--- src/rtl/cpu_controller_mc.sv ---
// Multi-cycle control FSM for the register-file/ALU datapath with LDR/STR memory
// handshake, memory timeout, HALT and illegal-instruction reporting. Moore outputs only.
module cpu_controller_mc #(
    parameter int unsigned MEM_TIMEOUT = 15,
    parameter int unsigned STATUS_ALL  = 0
) (
    input  logic       clk,
    input  logic       rst_n,
    input  logic       start,
    input  logic [2:0] opcode,
    input  logic [1:0] ALU_op,
    input  logic       mem_ack,
    output logic       waiting,
    output logic       halted,
    output logic       err,
    output logic [1:0] reg_sel,
    output logic [1:0] wb_sel,
    output logic       w_en,
    output logic       en_A,
    output logic       en_B,
    output logic       en_C,
    output logic       en_status,
    output logic       en_addr,
    output logic       sel_A,
    output logic       sel_B,
    output logic       mem_req,
    output logic       mem_wr,
    output logic [3:0] state_dbg
);

    localparam int CW = $clog2(MEM_TIMEOUT + 1);
    localparam logic [CW-1:0] TMO_LAST = CW'(MEM_TIMEOUT - 1);

    localparam logic [4:0] I_MOVI = 5'b11010;
    localparam logic [4:0] I_MOV  = 5'b11000;
    localparam logic [4:0] I_ADD  = 5'b10100;
    localparam logic [4:0] I_CMP  = 5'b10101;
    localparam logic [4:0] I_AND  = 5'b10110;
    localparam logic [4:0] I_MVN  = 5'b10111;
    localparam logic [4:0] I_LDR  = 5'b01100;
    localparam logic [4:0] I_STR  = 5'b10000;
    localparam logic [4:0] I_HALT = 5'b11100;

    typedef enum logic [3:0] {
        S_IDLE, S_IMM, S_GET_A, S_GET_B, S_ALU, S_WB, S_ADDR,
        S_LDADDR, S_GET_D, S_STB, S_MEM, S_LWB, S_HALT, S_ERR
    } state_t;

    state_t          state, state_nx;
    logic [4:0]      instr;
    logic [CW-1:0]   tmo_cnt;
    logic [4:0]      live_instr;

    assign live_instr = {opcode, ALU_op};
    assign state_dbg  = state;

    always_ff @(posedge clk or negedge rst_n) begin
        if (!rst_n) begin
            state   <= S_IDLE;
            instr   <= '0;
            tmo_cnt <= '0;
        end else begin
            state <= state_nx;
            if (state == S_IDLE && start)
                instr <= live_instr;
            // Counter only runs while in MEM, so it is always zero on MEM entry.
            if (state != S_MEM)
                tmo_cnt <= '0;
            else if (!mem_ack)
                tmo_cnt <= tmo_cnt + CW'(1);
        end
    end

    always_comb begin
        state_nx = state;
        case (state)
            S_IDLE: begin
                if (start) begin
                    case (live_instr)
                        I_MOVI:               state_nx = S_IMM;
                        I_ADD, I_AND, I_CMP:  state_nx = S_GET_A;
                        I_MVN, I_MOV:         state_nx = S_GET_B;
                        I_LDR, I_STR:         state_nx = S_GET_A;
                        I_HALT:               state_nx = S_HALT;
                        default:              state_nx = S_ERR;
                    endcase
                end
            end
            S_IMM:    state_nx = S_IDLE;
            S_GET_A:  state_nx = (instr == I_LDR || instr == I_STR) ? S_ADDR : S_GET_B;
            S_GET_B:  state_nx = S_ALU;
            S_ALU:    state_nx = (instr == I_CMP) ? S_IDLE : S_WB;
            S_WB:     state_nx = S_IDLE;
            S_ADDR:   state_nx = S_LDADDR;
            S_LDADDR: state_nx = (instr == I_STR) ? S_GET_D : S_MEM;
            S_GET_D:  state_nx = S_STB;
            S_STB:    state_nx = S_MEM;
            S_MEM: begin
                // An ack in the final allowed cycle still completes the access.
                if (mem_ack)
                    state_nx = (instr == I_STR) ? S_IDLE : S_LWB;
                else if (tmo_cnt == TMO_LAST)
                    state_nx = S_ERR;
            end
            S_LWB:    state_nx = S_IDLE;
            S_HALT:   state_nx = S_HALT;
            S_ERR:    state_nx = S_IDLE;
            default:  state_nx = S_IDLE;
        endcase
    end

    always_comb begin
        waiting   = 1'b0;
        halted    = 1'b0;
        err       = 1'b0;
        reg_sel   = 2'b00;
        wb_sel    = 2'b00;
        w_en      = 1'b0;
        en_A      = 1'b0;
        en_B      = 1'b0;
        en_C      = 1'b0;
        en_status = 1'b0;
        en_addr   = 1'b0;
        sel_A     = 1'b0;
        sel_B     = 1'b0;
        mem_req   = 1'b0;
        mem_wr    = 1'b0;
        case (state)
            S_IDLE:   waiting = 1'b1;
            S_IMM:    begin w_en = 1'b1; reg_sel = 2'b10; wb_sel = 2'b10; end
            S_GET_A:  begin reg_sel = 2'b10; en_A = 1'b1; end
            S_GET_B:  begin reg_sel = 2'b00; en_B = 1'b1; end
            S_ALU: begin
                en_C      = 1'b1;
                sel_A     = (instr == I_MVN || instr == I_MOV);
                en_status = (STATUS_ALL != 0) || (instr == I_CMP);
            end
            S_WB:     begin w_en = 1'b1; reg_sel = 2'b01; wb_sel = 2'b00; end
            S_ADDR:   begin en_C = 1'b1; sel_B = 1'b1; end
            S_LDADDR: en_addr = 1'b1;
            S_GET_D:  begin reg_sel = 2'b01; en_B = 1'b1; end
            S_STB:    begin en_C = 1'b1; sel_A = 1'b1; end
            S_MEM:    begin mem_req = 1'b1; mem_wr = (instr == I_STR); end
            S_LWB:    begin w_en = 1'b1; reg_sel = 2'b01; wb_sel = 2'b01; end
            S_HALT:   halted = 1'b1;
            S_ERR:    err = 1'b1;
            default:  ;
        endcase
    end

endmodule

--- config.mk ---
export PLATFORM = sky130hd
export DESIGN_NAME = cpu_controller_mc
export DESIGN_NICKNAME = d
export VERILOG_FILES = /design/src/rtl/cpu_controller_mc.sv
export SDC_FILE = /design/constraint.sdc
export NUM_CORES = 1
export LEC_CHECK = 0
export BUFFER_PORTS_ARGS = -buffer_cell sky130_fd_sc_hd__buf_2
export CORE_MARGIN = 1.5
export CORE_UTILIZATION = 44
export CTS_BUF_LIST = sky130_fd_sc_hd__clkbuf_4
export CTS_CLUSTER_SIZE = 10
export DETAILED_ROUTE_END_ITERATION = 10
export HOLD_SLACK_MARGIN = 0.06
export MAX_ROUTING_LAYER = met4
export PLACE_DENSITY = 0.69
export REMOVE_ABC_BUFFERS = 1
export SETUP_SLACK_MARGIN = 0.5
export SYNTH_ARGS = -nofsm -noshare
export SYNTH_HDL_FRONTEND = slang
export SYNTH_SLANG_ARGS = --single-unit
--- constraint.sdc ---
create_clock -name clk -period 3.49 [get_ports clk]
set_input_delay 0.698 -clock clk [delete_from_list [all_inputs] [get_ports clk]]
set_output_delay 0.698 -clock clk [all_outputs]
set_load 0.01 [all_outputs]
* Word level (Yosys, flattened, before mapping) *
Memories as Yosys holds them, arrays and structs flattened.
Index checks and enable logic that the tools add are counted.

storage, ports and cells
  bits in registers = 13
  bits in read-only memories = 128
  input port bits = 9
  output and inout bits = 21
  logic and storage cells = 63
  memories = 1

memories
  memory            words  width  read ports  clocked after Yosys merged registers in  wr ports  RTL line  RTL
  (name not given)  32     4      1           0                                        0         79        case (live_instr)

operators by class
  add/sub/neg operators = 1
  equal/unequal tests = 23
  multiplexer cells = 25
  reduce and logical (&&, ||, !) cells = 10

operators with widths
  kind                                                                   number
  4-bit case mux with 10 select lines                                    1
  4-bit equality test, second input constant                             7
  4-bit 2-to-1 mux                                                       6
  5-bit equality test, second input constant                             4
  4-bit by 3-bit equality test with 1-bit output, second input constant  4
  1-bit 2-to-1 mux                                                       12
  3-bit OR reduction                                                     3
  4-bit by 2-bit equality test with 1-bit output, second input constant  2
  2-bit case mux with 2 select lines                                     2
  3-bit 2-to-1 mux                                                       2
  5-bit by 4-bit equality test with 1-bit output, second input constant  1
  4-bit by 1-bit adder with 4-bit output, second input constant          1
  4-bit by 1-bit equality test with 1-bit output, second input constant  1
  4-bit logical NOT                                                      1
  4-bit != test, second input constant                                   1
  2-bit OR reduction                                                     2
  3-bit != test, second input constant                                   1
  1-bit logical OR                                                       2
  2-bit 2-to-1 mux                                                       1
  2-bit by 1-bit != test with 1-bit output, second input constant        1
  2-bit != test, second input constant                                   1
  1-bit case mux with 2 select lines                                     1
  2-bit AND reduction                                                    1
  1-bit logical AND                                                      1

* Longest topological paths before layout *
  depth after elaboration = 4
  mapped depth = 6
  depth with buffers taken out = 6

* Worst setup path before layout *
No wires, ideal clock.

  path kind = reg2out
  start = register state[0], in the netlist state_dbg[0]
  end = output reg_sel[1]
  arrival = 1.362 ns
  required time = 2.792 ns
  setup slack = 1.430 ns
  stages on the path, launching flop included = 6
  buffers on the path = 2
  cells stage by stage = dfrtp_1 buf_2 clkbuf_8 nand2_1 nor3_1 or2_2

on the way
  longest elaborated chain between the ends = 3
  elaborated cells between the ends (all ways) = 8
  those cells by class = eq/ne: 5; mux: 1; reduce/logical: 2

ends and longest elaborated chain
  element                                                             RTL line  RTL
  start, declared                                                     49        state_t state, state_nx;
  start signal, assigned                                              63        state <= state_nx;
  4-bit equality test (tied with other cells)                         128       case (state)
  3-bit OR reduction (no line) or 2-bit OR reduction (tied branches)  n/a
  2-bit case mux with 2 select lines (*)                              128
  end, declared                                                       16        output logic [1:0] reg_sel,

Mark *: on every way between the ends. The rest lies on a longest branch, timed or not.

* Final worst setup path *
  start = register state[3], in the netlist state_dbg[3]
  end = output mem_wr

on the way
  longest elaborated chain between the ends = 2

ends and longest elaborated chain
  element              RTL line  RTL
  4-bit equality test  128
  1-bit 2-to-1 mux     128
  end, declared        27        output logic mem_wr,

No other way between the ends.

==> reports/summary.txt <==
GRT overflow: 0
CP endpoint kind: output port
Worst slew pin tran: 0.6267 ns
CP Depth: 4
Pin count of the biggest net entering global routing: 21
First-pass GRT wire length: 4.485 mm
# Post-CTS Setup Buffers: 0
Peak VDD IR: 0.5508 mV
Register area share after synthesis: 0.2915
Simple-Gate Fraction of Synth Area: 0.2758
Worst EP arrival: 2.03 ns
Adder-Cell Fraction of Synth Area: 0.02242
Worst setup path end: mem_wr
Critical Path Source Type: register
Main combinational cell family by area after synthesis: simple AND/OR/NAND/NOR gates
Max Freq: 0.3663 GHz
Max Transition Viols Final: 0
Critical R2R Capture: state_dbg[3]$_DFFE_PN0P_
Core box area: 2432 um^2
DR WL/cell: 14.56 um
Min setup slack post-route: 0.7599 ns
Cell row count: 18
Compound-gate portion of the synthesized area: 0.2265
Slowest CP cell: dfrtp_1
Crit Path Max Fanout: 20
Internal: 0.4861 mW
WL final: 2.635 mm
Min-Delay Path Class: in2async
Drt drc: 0
Sw Ratio: 0.4864
Initial DRC count: 30
Setup violators final: 0
Drt first pass iters: 4
RSZ-0062 raised after global routing: no
Final HPWL DP: 1.980 mm
Die ar.: 2848 um^2
Largest stage delay, worst path: 0.72 ns
Switching power: 0.4605 mW
Die X: 53.37 um
Post-CTS Resized: 0
Setup TNS: 0 ns
All-Layer GR Usage: 0.2228
Yosys cell types: 51
Final Critical Period: 2.730 ns
Post-synth EDFFs: 0
Worst Setup SP: state_dbg[3]$_DFFE_PN0P_
CP bufs+invs: 1
Post-synthesis cell count: 125
Final hold vios: 0
Crit Path Class: reg2out
Critical Path RT: 2.79 ns
YS warnings: 0
Fin nets: 163
Fin crit share: 0.7823
Post-Syn Area: 1116 um^2
Via density per instance: 6.000
Starting Density: 0.4588
Fin area: 1249 um^2
Seq pwr share: 0.353
Inserted Clock Buffers: 3
Reg-to-Reg Start: state_dbg[3]$_DFFE_PN0P_
# clock sinks: 13
Initial antenna violation count: 0
Async SR Flop Fraction: 1.000
Synth-to-layout area growth: 11.88%
Placed cell areas: 1219 um^2
Filler cells: 239
Crit path cell chain: nor2b_1, nand3_1, nor2_1, buf_2
Reg2reg path depth: 4
Vias in the first global route: 961
#FFs+latches synth: 13
Vias post-DR: 1086
Hold buffers post-CTS: 0
Slew HR: 0.5822
Pleak: 0.5886 nW
IO Port Bufs: 29
Boundary Pins: 30
Gpl congestion: 0.8709
Status: complete, no violations
H-tree level count: 1
Skew final: 0.01498 ns
Comb power frac: 0.528
Ys flop type: dfrtp_1
Clk slew on worst S/H paths: 0.10 ns
Clock Latency Late Sink: 0.30 ns
Layout cells sized above 1: 0.2980
Clock Tree Root: clkbuf_4
Max Cap Viol: 0
Setup WS pre-CTS: 1.135 ns
Mean post-synth cell area: 8.929 um^2
Die Span Y: 53.37 um
Crit path max-delay family: simple AND/OR/NAND/NOR gates
Max clock buf depth: 2
R2R Setup Slk: 1.74 ns
Synth Area in XOR/XNOR: 0.02354
Pwr dens: 758.1 nW/um^2
Antenna Cells: 0
CTS tree: built
Post-DRT Antenna Nets: 0
Multiplexer share of the synthesized area: 0.06839
Part of the power in the clock network: 0.118
-- worst min-delay path by stage --
stage | from | to | slack, ns
6_report | rst_n | state_dbg[1]$_DFFE_PN0P_ | 0.27
5_1_grt | rst_n | state_dbg[1]$_DFFE_PN0P_ | 0.29
4_1_cts | rst_n | state_dbg[1]$_DFFE_PN0P_ | 0.29
3_5_place_dp | instr[4]$_DFFE_PN0P_ | instr[4]$_DFFE_PN0P_ | 0.58
3_3_place_gp | tmo_cnt[3]$_DFFE_PN0P_ | tmo_cnt[3]$_DFFE_PN0P_ | 0.55
2_1_floorplan | rst_n | instr[0]$_DFFE_PN0P_ | 0.40
-- layer usage --
metal  routed length (um)  track usage  vias up
met2                 1325       0.3477       47
met3                  186      0.03107        5
li1                     -            -      521
met5                    0            -        -
met1                 1081       0.2887      513
met4                   42      0.08974        0
-- power by group through the flow --
stage / combinational, mW / clock, mW / sequential (mW)
floorplan: 0.349 / 0 / 0.312
global placement: 0.494 / 0 / 0.329
detailed placement: 0.499 / 0 / 0.334
CTS: 0.502 / 0.113 / 0.331
global route: 0.555 / 0.123 / 0.349
finish: 0.500 / 0.112 / 0.334
-- cells in the final DEF, fill, tap and decap left out, drive strengths merged, types with 2 or more instances in the layout --
cell type and n:
buf 29, nand2 9, mux2 5, a41oi 2, a211oi 2, o21ai 5
or2 3, nor2 16, nor3 2, o31ai 2, mux2i 2, o211ai 2
nor2b 2, nor4 3, a21oi 3, nand3 5, o21a 2, dfrtp 13
clkbuf 4, and3 2, ha 2, a31oi 3, nand2b 4, inv 6
o41ai 2, xor2 2
-- metrics by stage --
stage / total power [mW] / util / hold slack (ns) / cells
floorplan: 0.6611 / - / 0.4024 / 118
CTS: 0.9453 / 0.5134 / 0.2921 / 181
global placement: 0.8230 / 0.5010 / 0.5453 / 177
finish: 0.9466 / 0.5134 / 0.2706 / 181
detailed placement: 0.8337 / 0.5010 / 0.5768 / 177
global route: 1.026 / 0.5134 / 0.2918 / 181
-- state kept, by name (all words and copies together), names as in the netlist --
signal,flops
instr,5
state_dbg,4
tmo_cnt,4
-- worst reg2reg max path: stages, from the launching register on --
cell and delay, ns:
dfrtp_1 0.61, nor4_4 0.46, o31ai_1 0.11, or2_1 0.25
a41oi_1 0.23
-- synth_stat cells (3+ instances only) --
| cell type | instances | area share |
|---|---|---|
| mux2_2 | 5 | 0.050 |
| o21ai_0 | 5 | 0.022 |
| clkbuf_8 | 3 | 0.037 |
| nand3_1 | 5 | 0.022 |
| dfrtp_1 | 13 | 0.29 |
| inv_1 | 6 | 0.020 |
| nand2b_1 | 4 | 0.022 |
| nor2_1 | 16 | 0.054 |
| a31oi_1 | 3 | 0.017 |
| a21oi_1 | 3 | 0.013 |
| nand2_1 | 9 | 0.030 |
| buf_6 | 3 | 0.030 |
-- cells by family after synthesis --
family / after synthesis
buffers and inverters: 13
adder cells (fa/ha/maj): 2
AND/OR/NAND/NOR: 54
multiplexers: 7
XOR/XNOR: 3
AO/OA/AOI/OAI: 33
flip-flops: 13
-- layout make-up --
type | instances | area [um^2] | area share
Timing Repair Buffer | 29 | 145.1 | 0.1162
Sequential cell | 13 | 325.3 | 0.2605
Inverter | 6 | 22.52 | 0.01804
Multi-Input combinational cell | 99 | 688.2 | 0.5511
Clock buffer | 4 | 30.03 | 0.02405
Tap cell | 30 | 37.54 | 0.03006
Note: power is estimated with default switching activity, not from simulation.
